**config.mk**
```make
export PLATFORM = sky130hd
export DESIGN_NAME = control_unit
export DESIGN_NICKNAME = d
export VERILOG_FILES = /design/src/rtl/control_unit.sv
export SDC_FILE = /design/constraint.sdc
export NUM_CORES = 1
export LEC_CHECK = 0
export ABC_CLOCK_PERIOD_IN_PS = 3350
export CORE_ASPECT_RATIO = 1.4
export CORE_MARGIN = 10
export CORE_UTILIZATION = 43
export DETAILED_ROUTE_END_ITERATION = 7
export HOLD_SLACK_MARGIN = 0.15
export PLACE_DENSITY = 0.79
export SLEW_MARGIN = 30
export SYNTH_ARGS = -nofsm -noshare
export SYNTH_HDL_FRONTEND = slang
export SYNTH_SLANG_ARGS = --single-unit
```
**constraint.sdc**
```tcl
create_clock -name Clock -period 3.35 [get_ports Clock]
set_input_delay 0.67 -clock Clock [delete_from_list [all_inputs] [get_ports Clock]]
set_output_delay 0.67 -clock Clock [all_outputs]
set_load 0.01 [all_outputs]
```
**src/rtl/control_unit.sv**
```systemverilog
// Hardwired Mini SRC control sequencer: steps T0..T7 per instruction, decodes IR[31:27],
// and drives registered datapath strobes. Tracks run, halt and stop state.
module control_unit (
  input  logic        Clock,
  input  logic        Reset,
  input  logic        Stop,
  input  logic [31:0] IR,
  input  logic        CON,
  output logic        PCin,
  output logic        PCout,
  output logic        IncPC,
  output logic        MARin,
  output logic        MDRin,
  output logic        MDRout,
  output logic        IRin,
  output logic        Yin,
  output logic        Zin,
  output logic        ZLOout,
  output logic        ZHIout,
  output logic        HIin,
  output logic        LOin,
  output logic        HIout,
  output logic        LOout,
  output logic        Cout,
  output logic        CONin,
  output logic        INPORTout,
  output logic        OUTPORTin,
  output logic        OUTPORTout,
  output logic        Yout,
  output logic        Gra,
  output logic        Grb,
  output logic        Grc,
  output logic        Rin,
  output logic        Rout,
  output logic        BAout,
  output logic        Read,
  output logic        write,
  output logic        AluAdd,
  output logic        Run,
  output logic [4:0]  Step
);

  typedef enum logic [4:0] {
    StRst     = 5'd0,
    StT0      = 5'd1,
    StT1      = 5'd2,
    StT2      = 5'd3,
    StAluT3   = 5'd4,
    StAluT4   = 5'd5,
    StImmT4   = 5'd6,
    StAluT5   = 5'd7,
    StLdiT3   = 5'd8,
    StLdiT4   = 5'd9,
    StLdT5    = 5'd10,
    StLdT6    = 5'd11,
    StLdT7    = 5'd12,
    StStT6    = 5'd13,
    StStT7    = 5'd14,
    StBrT3    = 5'd15,
    StBrT4    = 5'd16,
    StBrT5    = 5'd17,
    StBrT6    = 5'd18,
    StJrT3    = 5'd19,
    StInT3    = 5'd20,
    StOutT3   = 5'd21,
    StMfhiT3  = 5'd22,
    StMfloT3  = 5'd23,
    StHalt    = 5'd24,
    StStopped = 5'd25
  } state_e;

  localparam logic [4:0] OpLd   = 5'b00000;
  localparam logic [4:0] OpLdi  = 5'b00001;
  localparam logic [4:0] OpSt   = 5'b00010;
  localparam logic [4:0] OpBr   = 5'b10011;
  localparam logic [4:0] OpJr   = 5'b10100;
  localparam logic [4:0] OpIn   = 5'b10110;
  localparam logic [4:0] OpOut  = 5'b10111;
  localparam logic [4:0] OpMfhi = 5'b11000;
  localparam logic [4:0] OpMflo = 5'b11001;
  localparam logic [4:0] OpHalt = 5'b11011;

  localparam int unsigned CPcIn      = 0;
  localparam int unsigned CPcOut     = 1;
  localparam int unsigned CIncPc     = 2;
  localparam int unsigned CMarIn     = 3;
  localparam int unsigned CMdrIn     = 4;
  localparam int unsigned CMdrOut    = 5;
  localparam int unsigned CIrIn      = 6;
  localparam int unsigned CYIn       = 7;
  localparam int unsigned CZIn       = 8;
  localparam int unsigned CZloOut    = 9;
  localparam int unsigned CHiOut     = 10;
  localparam int unsigned CLoOut     = 11;
  localparam int unsigned CCOut      = 12;
  localparam int unsigned CConIn     = 13;
  localparam int unsigned CInportOut = 14;
  localparam int unsigned COutportIn = 15;
  localparam int unsigned CGra       = 16;
  localparam int unsigned CGrb       = 17;
  localparam int unsigned CGrc       = 18;
  localparam int unsigned CRin       = 19;
  localparam int unsigned CRout      = 20;
  localparam int unsigned CBaOut     = 21;
  localparam int unsigned CRead      = 22;
  localparam int unsigned CWrite     = 23;
  localparam int unsigned CAluAdd    = 24;
  localparam int unsigned CRun       = 25;
  localparam int unsigned NumCtrl    = 26;

  state_e               state_q, state_d;
  logic [NumCtrl-1:0]   ctrl_q, ctrl_d;
  logic [4:0]           opcode;
  state_e               done_state;
  logic                 unused_ir;

  assign opcode    = IR[31:27];
  assign unused_ir = ^IR[26:0];

  // Strobes for the state being entered; registering them keeps outputs glitch-free.
  function automatic logic [NumCtrl-1:0] decode(input state_e s);
    logic [NumCtrl-1:0] c;
    c = '0;
    c[CRun] = !(s inside {StRst, StHalt, StStopped});
    case (s)
      StT0:     begin c[CPcOut] = 1'b1; c[CMarIn] = 1'b1; end
      StT1:     begin c[CRead] = 1'b1; c[CMdrIn] = 1'b1; c[CPcIn] = 1'b1; c[CIncPc] = 1'b1; end
      StT2:     begin c[CMdrOut] = 1'b1; c[CIrIn] = 1'b1; end
      StAluT3:  begin c[CGrb] = 1'b1; c[CRout] = 1'b1; c[CYIn] = 1'b1; end
      StAluT4:  begin c[CGrc] = 1'b1; c[CRout] = 1'b1; c[CZIn] = 1'b1; end
      StImmT4:  begin c[CCOut] = 1'b1; c[CZIn] = 1'b1; end
      StAluT5:  begin c[CZloOut] = 1'b1; c[CGra] = 1'b1; c[CRin] = 1'b1; end
      StLdiT3:  begin c[CGrb] = 1'b1; c[CBaOut] = 1'b1; c[CYIn] = 1'b1; end
      StLdiT4:  begin c[CCOut] = 1'b1; c[CAluAdd] = 1'b1; c[CZIn] = 1'b1; end
      StLdT5:   begin c[CZloOut] = 1'b1; c[CMarIn] = 1'b1; end
      StLdT6:   begin c[CRead] = 1'b1; c[CMdrIn] = 1'b1; end
      StLdT7:   begin c[CMdrOut] = 1'b1; c[CGra] = 1'b1; c[CRin] = 1'b1; end
      StStT6:   begin c[CGra] = 1'b1; c[CRout] = 1'b1; c[CMdrIn] = 1'b1; end
      StStT7:   c[CWrite] = 1'b1;
      StBrT3:   begin c[CGra] = 1'b1; c[CRout] = 1'b1; c[CConIn] = 1'b1; end
      StBrT4:   begin c[CPcOut] = 1'b1; c[CYIn] = 1'b1; end
      StBrT5:   begin c[CCOut] = 1'b1; c[CAluAdd] = 1'b1; c[CZIn] = 1'b1; end
      StBrT6:   c[CZloOut] = 1'b1;
      StJrT3:   begin c[CGra] = 1'b1; c[CRout] = 1'b1; c[CPcIn] = 1'b1; end
      StInT3:   begin c[CInportOut] = 1'b1; c[CGra] = 1'b1; c[CRin] = 1'b1; end
      StOutT3:  begin c[CGra] = 1'b1; c[CRout] = 1'b1; c[COutportIn] = 1'b1; end
      StMfhiT3: begin c[CHiOut] = 1'b1; c[CGra] = 1'b1; c[CRin] = 1'b1; end
      StMfloT3: begin c[CLoOut] = 1'b1; c[CGra] = 1'b1; c[CRin] = 1'b1; end
      default:  c[CPcIn] = 1'b0;
    endcase
    return c;
  endfunction

  always_comb begin
    done_state = Stop ? StStopped : StT0;
    state_d    = state_q;
    case (state_q)
      StRst:   state_d = done_state;
      StT0:    state_d = StT1;
      StT1:    state_d = StT2;
      StT2: begin
        if (opcode inside {[5'd3:5'd14]}) begin
          state_d = StAluT3;
        end else begin
          case (opcode)
            OpLd, OpLdi, OpSt: state_d = StLdiT3;
            OpBr:              state_d = StBrT3;
            OpJr:              state_d = StJrT3;
            OpIn:              state_d = StInT3;
            OpOut:             state_d = StOutT3;
            OpMfhi:            state_d = StMfhiT3;
            OpMflo:            state_d = StMfloT3;
            OpHalt:            state_d = StHalt;
            default:           state_d = done_state;
          endcase
        end
      end
      StAluT3: state_d = (opcode inside {[5'd12:5'd14]}) ? StImmT4 : StAluT4;
      StAluT4, StImmT4: state_d = StAluT5;
      StLdiT3: state_d = StLdiT4;
      StLdiT4: state_d = (opcode == OpLdi) ? StAluT5 : StLdT5;
      StLdT5:  state_d = (opcode == OpSt) ? StStT6 : StLdT6;
      StLdT6:  state_d = StLdT7;
      StStT6:  state_d = StStT7;
      StBrT3:  state_d = StBrT4;
      StBrT4:  state_d = StBrT5;
      StBrT5:  state_d = StBrT6;
      StAluT5, StLdT7, StStT7, StBrT6, StJrT3, StInT3, StOutT3, StMfhiT3, StMfloT3:
        state_d = done_state;
      StHalt:    state_d = StHalt;
      StStopped: state_d = Stop ? StStopped : StT0;
      default:   state_d = StRst;
    endcase
    ctrl_d = decode(state_d);
  end

  always_ff @(posedge Clock or negedge Reset) begin
    if (!Reset) begin
      state_q <= StRst;
      ctrl_q  <= '0;
    end else begin
      state_q <= state_d;
      ctrl_q  <= ctrl_d;
    end
  end

  // Branch target loads PC only when the condition flag is set in the final branch step.
  assign PCin       = ctrl_q[CPcIn] | ((state_q == StBrT6) & CON);
  assign PCout      = ctrl_q[CPcOut];
  assign IncPC      = ctrl_q[CIncPc];
  assign MARin      = ctrl_q[CMarIn];
  assign MDRin      = ctrl_q[CMdrIn];
  assign MDRout     = ctrl_q[CMdrOut];
  assign IRin       = ctrl_q[CIrIn];
  assign Yin        = ctrl_q[CYIn];
  assign Zin        = ctrl_q[CZIn];
  assign ZLOout     = ctrl_q[CZloOut];
  assign HIout      = ctrl_q[CHiOut];
  assign LOout      = ctrl_q[CLoOut];
  assign Cout       = ctrl_q[CCOut];
  assign CONin      = ctrl_q[CConIn];
  assign INPORTout  = ctrl_q[CInportOut];
  assign OUTPORTin  = ctrl_q[COutportIn];
  assign Gra        = ctrl_q[CGra];
  assign Grb        = ctrl_q[CGrb];
  assign Grc        = ctrl_q[CGrc];
  assign Rin        = ctrl_q[CRin];
  assign Rout       = ctrl_q[CRout];
  assign BAout      = ctrl_q[CBaOut];
  assign Read       = ctrl_q[CRead];
  assign write      = ctrl_q[CWrite];
  assign AluAdd     = ctrl_q[CAluAdd];
  assign Run        = ctrl_q[CRun];
  assign Step       = state_q;

  // No multiply/divide support, so these datapath strobes never fire.
  assign ZHIout     = 1'b0;
  assign HIin       = 1'b0;
  assign LOin       = 1'b0;
  assign OUTPORTout = 1'b0;
  assign Yout       = 1'b0;

endmodule

```
==> metrics.txt, run 1 <==
status=finished, final reports clean; wire length per cell=15.3 um; Power per Cell Area=880 nW/um^2; top-count cell post-synth=dfrtp_1; floorplan row count=28; total negative setup slack=0 ns; aggregate global routing overflow=0; Max Cap Violations=0; Num CTS Buffers=5; Via Count=1770; most common flop cell mapped by yosys=dfrtp_1; nets=300; CTS H-tree depth=2; EDFF count, synth=0; DIE AREA=7410 sq um; Worst Setup End Kind=register; synth cell count leaders=dfrtp_1, nor2_1, nand2_1; antenna violations before repair=0; fin crit share=88.9%; maximum fanout along the worst path=12; Syn Inst Count=218; CTS tree=done; pin count of the biggest net entering global routing=32; final worst slack=0.373 ns; top cells by area, synth=dfrtp_1, nor2_1, nand2b_1, a21oi_1, nand2_1; layout cells sized above 1=12.2%; worst hold-check path type=reg2reg; DR pass1 iterations=5; async set or reset register ratio after synthesis=100%; Final min period=2.98 ns; number of clock sinks=31; post-cts resize count=0; n_diodes=0; WHS=0.668 ns; vias in the first global route=1623; final setup vio count=0; critical path class=in2reg; Synth top area share=41.6%; DIE HEIGHT=98.0 um; post-route cell area=2420 sq um; Reg clk slew, reported paths=0.06 ns; fmax=336 MHz; Inst Count DP=302; antenna-violating nets left=0; Root Driver=clkbuf_8; dpl ws=0.0800 ns; synthesized cell area=1870 sq um; RSZ-0062 raised after global routing=no; clk_lat worst skew=0.28 ns; placed cell areas=2340 sq um; GRT Overall Usage=12.5%; PortBufs=39; Leak=0.00108 uW; cts hold-fix bufs=0; syn avg cell area=8.56 sq um; Syn-to-layout area delta=29.5%; drt total wl=4700 um; DRC violation count after routing=0; die width=75.7 um; gpl congestion=0.939; core area=4200 sq um; Worst EP required=3.52 ns; register area share after synthesis=41.6%; DR iter-0 viols=126; first-pass GRT wire length=7410 um; Synth cell types=54; deepest clock path buffer count=2; Ports=72; post-synth top area cell=dfrtp_1; Seq cells post-synth=31; Ys Warns=0; Worst Path Arrival=3.15 ns; Slew Limit Fails=0; Worst Setup Start Kind=input port; clk_skew=0.00271 ns; Vias/cell=5.75; Starting Density=44.4%; DPL Wire Length=3630 um; final hold vios=0; Post-CTS Setup Inserts=0; fin cells=308; VDD IR max=0.370 mV
[worst max-delay path: stages]
cell	delay (ns)
clkdlybuf4s50_1	0.42
or3_4	0.43
o311a_1	0.30
o311a_1	0.33
a211o_1	0.43
or3_1	0.47
o31ai_1	0.10
[cell type report]
type | count | area, sq um
fill | 394 | 1790
multi-input combinational | 159 | 950
sequential | 31 | 776
timing repair buffer | 57 | 526
clock buffer | 6 | 72.6
tap | 45 | 56.3
inverter | 10 | 37.5
[final timing paths]
kind / start / end / slack, ns / cells after the start
setup / recovery: IR[31] / ctrl_q[3] / 0.37 / 7
hold / removal: Step[4] / ctrl_q[25] / 0.67 / 2
setup reg to reg: Step[3] / ctrl_q[16] / 0.67 / 8
hold reg to reg: Step[4] / ctrl_q[25] / 0.67 / 2
max in group asynchronous: Reset / ctrl_q[17] / 2.30 / 2
min in group asynchronous: Reset / Step[2] / 0.78 / 2
[logic make-up after synthesis]
group / share of synthesized area [%]
flops: 41.6
xor+xnor: 0.939
buf+inv: 8.38
simple gates: 23.7
mux: 0.603
compound gates: 24.7
other cells: 0.201
[metrics by stage]
| step | power, uW | utilization [%] |
|---|---|---|
| finish | 2130 | 57.5 |
| detailed placement | 1880 | 55.8 |
| CTS | 2130 | 57.5 |
| floorplan | 1400 | - |
| global route | 2290 | 57.5 |
| global placement | 1860 | 55.8 |
[cells in the final DEF (no fill, tap or decap), types with 2 or more instances in the layout]
cell type        instances
nand3_1                  4
nand2_1                 16
nor2_1                  23
dfrtp_1                 31
and2_1                   2
a211oi_1                 3
o21bai_1                 3
and3_1                   3
nor2b_1                  2
o311a_1                  4
o31ai_1                  3
buf_4                   18
a31oi_1                  4
clkdlybuf4s50_1         39
nor4_1                   2
o32ai_1                  2
nor3_1                   8
or3_1                    3
o21ai_0                  8
or2b_1                   2
a21oi_1                 12
o211ai_1                 4
a21o_1                   2
conb_1                   5
nand2b_1                12
o22ai_1                  3
a211o_1                  2
or2_2                    4
nor3_2                   2
clkbuf_8                 5
inv_1                    9
a32oi_1                  2
[flip-flops by register name, summed over array words and instances (netlist names)]
name,cells
Step,5
ctrl_q,26
[report_power, final]
group | total [uW] | switching (uW) | leakage (uW) | internal, uW
Clock | 255 | 118 | 0.0000371 | 138
Combinational | 1350 | 764 | 0.000631 | 584
Sequential | 523 | 38.1 | 0.000413 | 484
[layer usage]
metal	up-vias	track usage, %	wire length, um
li1	857	-	-
met1	833	12.5	1780
met2	74	23.6	2530
met3	6	2.13	315
met4	0	5.60	80
met5	-	0	0
Note: power is estimated with default switching activity, not from simulation.
==> run 2: changes to the inputs <==
--- a/config.mk
+++ b/config.mk
@@ -8,10 +8,11 @@
 export ABC_CLOCK_PERIOD_IN_PS = 3350
 export CORE_ASPECT_RATIO = 1.4
 export CORE_MARGIN = 10
-export CORE_UTILIZATION = 43
+export CORE_UTILIZATION = 45
 export DETAILED_ROUTE_END_ITERATION = 7
 export HOLD_SLACK_MARGIN = 0.15
-export PLACE_DENSITY = 0.79
+export PLACE_DENSITY = 0.82
+export SKIP_CTS_REPAIR_TIMING = 1
 export SLEW_MARGIN = 30
 export SYNTH_ARGS = -nofsm -noshare
 export SYNTH_HDL_FRONTEND = slang
==> run 2 against run 1 <==
Against the previous run:
- clock power increased by 8.2%
- largest cell class unchanged
- critical path depth increased by 2
- combinational power hardly changed
- total power up 0.85%
- sequential share of layout area up 0.18 points
- register-to-register slack worse by 0.12 ns
- first-iteration DRC count is 6.3% lower
==> metrics.txt, run 2 (same netlist as run 1, synthesis figures left out) <==
status=finished, final reports clean; critical path class=in2reg; deepest clock path buffer count=2; Switch Pwr=944 uW; R2R Setup Slk=0.55 ns; Sw Ratio=44.0%; actual slew at the worst max-slew pin=0.570 ns; dpl ws=0.145 ns; wire length per cell=15.8 um; CTS H-tree depth=2; Hold Crit Depth=2; Final min period=2.90 ns; DR pass1 iterations=4; Int Pwr=1200 uW; DIE AREA=7160 sq um; PortBufs=39; highest-count cells in the layout ignoring fill and taps=clkdlybuf4s50_1, dfrtp_1, nor2_1; nets=297; fin crit share=86.7%; WHS=0.679 ns; number of clock sinks=31; vias in the first global route=1629; post-route cell area=2400 sq um; Reg power frac=25.6%; fmax=344 MHz; Syn-to-layout area delta=28.8%; multi-input logic area=950 sq um; VDD IR max=0.280 mV; DRC violation count after routing=0; number of fill cells=368; RSZ-0062 raised after global routing=no; Comb pwr share=61.6%; GRT Overall Usage=13.6%; Ports=72; clk_lat worst skew=0.28 ns; core area=3990 sq um; clk_skew=0.00649 ns; Power per Cell Area=892 nW/um^2; Reg clk slew, reported paths=0.07 ns; Worst Path Arrival=3.12 ns; clock group share of total power=12.9%; Num CTS Buffers=5; antenna-violating nets left=0; Root Driver=clkbuf_8; Worst Setup End Kind=register; max FFs per register=26; Hold Path Sink=ctrl_q[25]; Slew Limit Fails=0; total negative setup slack=0 ns; CTS tree=done; DPL Wire Length=3790 um; final hold vios=0; pin count of the biggest net entering global routing=32; FF+latch area=776 sq um; post-layout util=60.3%; antenna violations before repair=0; Worst Setup Start Kind=input port; die width=74.4 um; R2R Path End=ctrl_q[16]; final worst slack=0.446 ns; gpl congestion=0.940; layout cells sized above 1=12.2%; first-pass GRT wire length=7610 um; Slew Limit Headroom=61.8%; Via Count=1792; DIE HEIGHT=96.2 um; n_diodes=0; RR Startpoint=Step[3]; worst hold-check path type=reg2reg; final setup vio count=0; drt total wl=4810 um; DR iter-0 viols=118; Max Cap Violations=0; placed cell areas=2320 sq um; Worst EP required=3.57 ns; Largest Register=ctrl_q; reg2reg path depth=8; commonest non-fill, non-tap cell in the layout=clkdlybuf4s50_1; Vias/cell=5.88; Leak=0.00108 uW; floorplan row count=27; aggregate global routing overflow=0; maximum fanout along the worst path=8; hold_sp=Step[4]; Starting Density=46.8%
-- run 2: cell types whose count changed in the layout (fill, tap and decap cells not counted) --
| cell | change |
|---|---|
| clkbuf_1 | -1 |
| clkinv_2 | +3 |
| buf_4 | -3 |
-- run 2: how the worst max path moves through the flow --
stage,startpoint,endpoint,cells after the start
floorplan,IR[29],ctrl_q[3],7
global placement,IR[31],ctrl_q[3],7
detailed placement,IR[31],ctrl_q[3],7
CTS,IR[31],ctrl_q[3],7
global route,IR[27],ctrl_q[3],8
finish,IR[31],ctrl_q[16],9
-- run 2: cell type report --
class,instances,area share [%]
multi-input combinational,159,39.5
sequential,31,32.3
timing repair buffer,54,20.9
clock buffer,5,2.86
tap,43,2.24
inverter,10,1.56
clock inverter,3,0.625
-- run 2: layer usage --
layer | global-route usage, % | part of all wire, % | up-vias
met1 | 13.8 | 38 | 864
met2 | 25.2 | 55 | 63
met3 | 2.47 | 5.4 | 6
met4 | 7.75 | 1.9 | 0
met5 | 0 | 0 | -
li1 | - | - | 859
-- run 2: power groups by stage --
stage / Combinational [uW] / Sequential, uW / Clock (uW)
floorplan: 817 / 582 / 0
global placement: 1290 / 548 / 0
detailed placement: 1310 / 553 / 0
CTS: 1320 / 549 / 281
global route: 1440 / 558 / 293
finish: 1320 / 548 / 276
-- run 2: worst max-delay path, stage by stage --
cell and delay [ns]:
clkdlybuf4s50_1 0.42, or3_4 0.43, o311a_1 0.31, o311a_1 0.32, a211o_1 0.37, buf_4 0.20
nor2_1 0.11, a31o_2 0.18, nand3b_1 0.10
-- run 2: metrics by stage --
stage	cells	total power [uW]
after floorplan	222	1400
after global placement	297	1840
after detailed placement	297	1870
after CTS	305	2150
after global routing	305	2290
final	305	2140
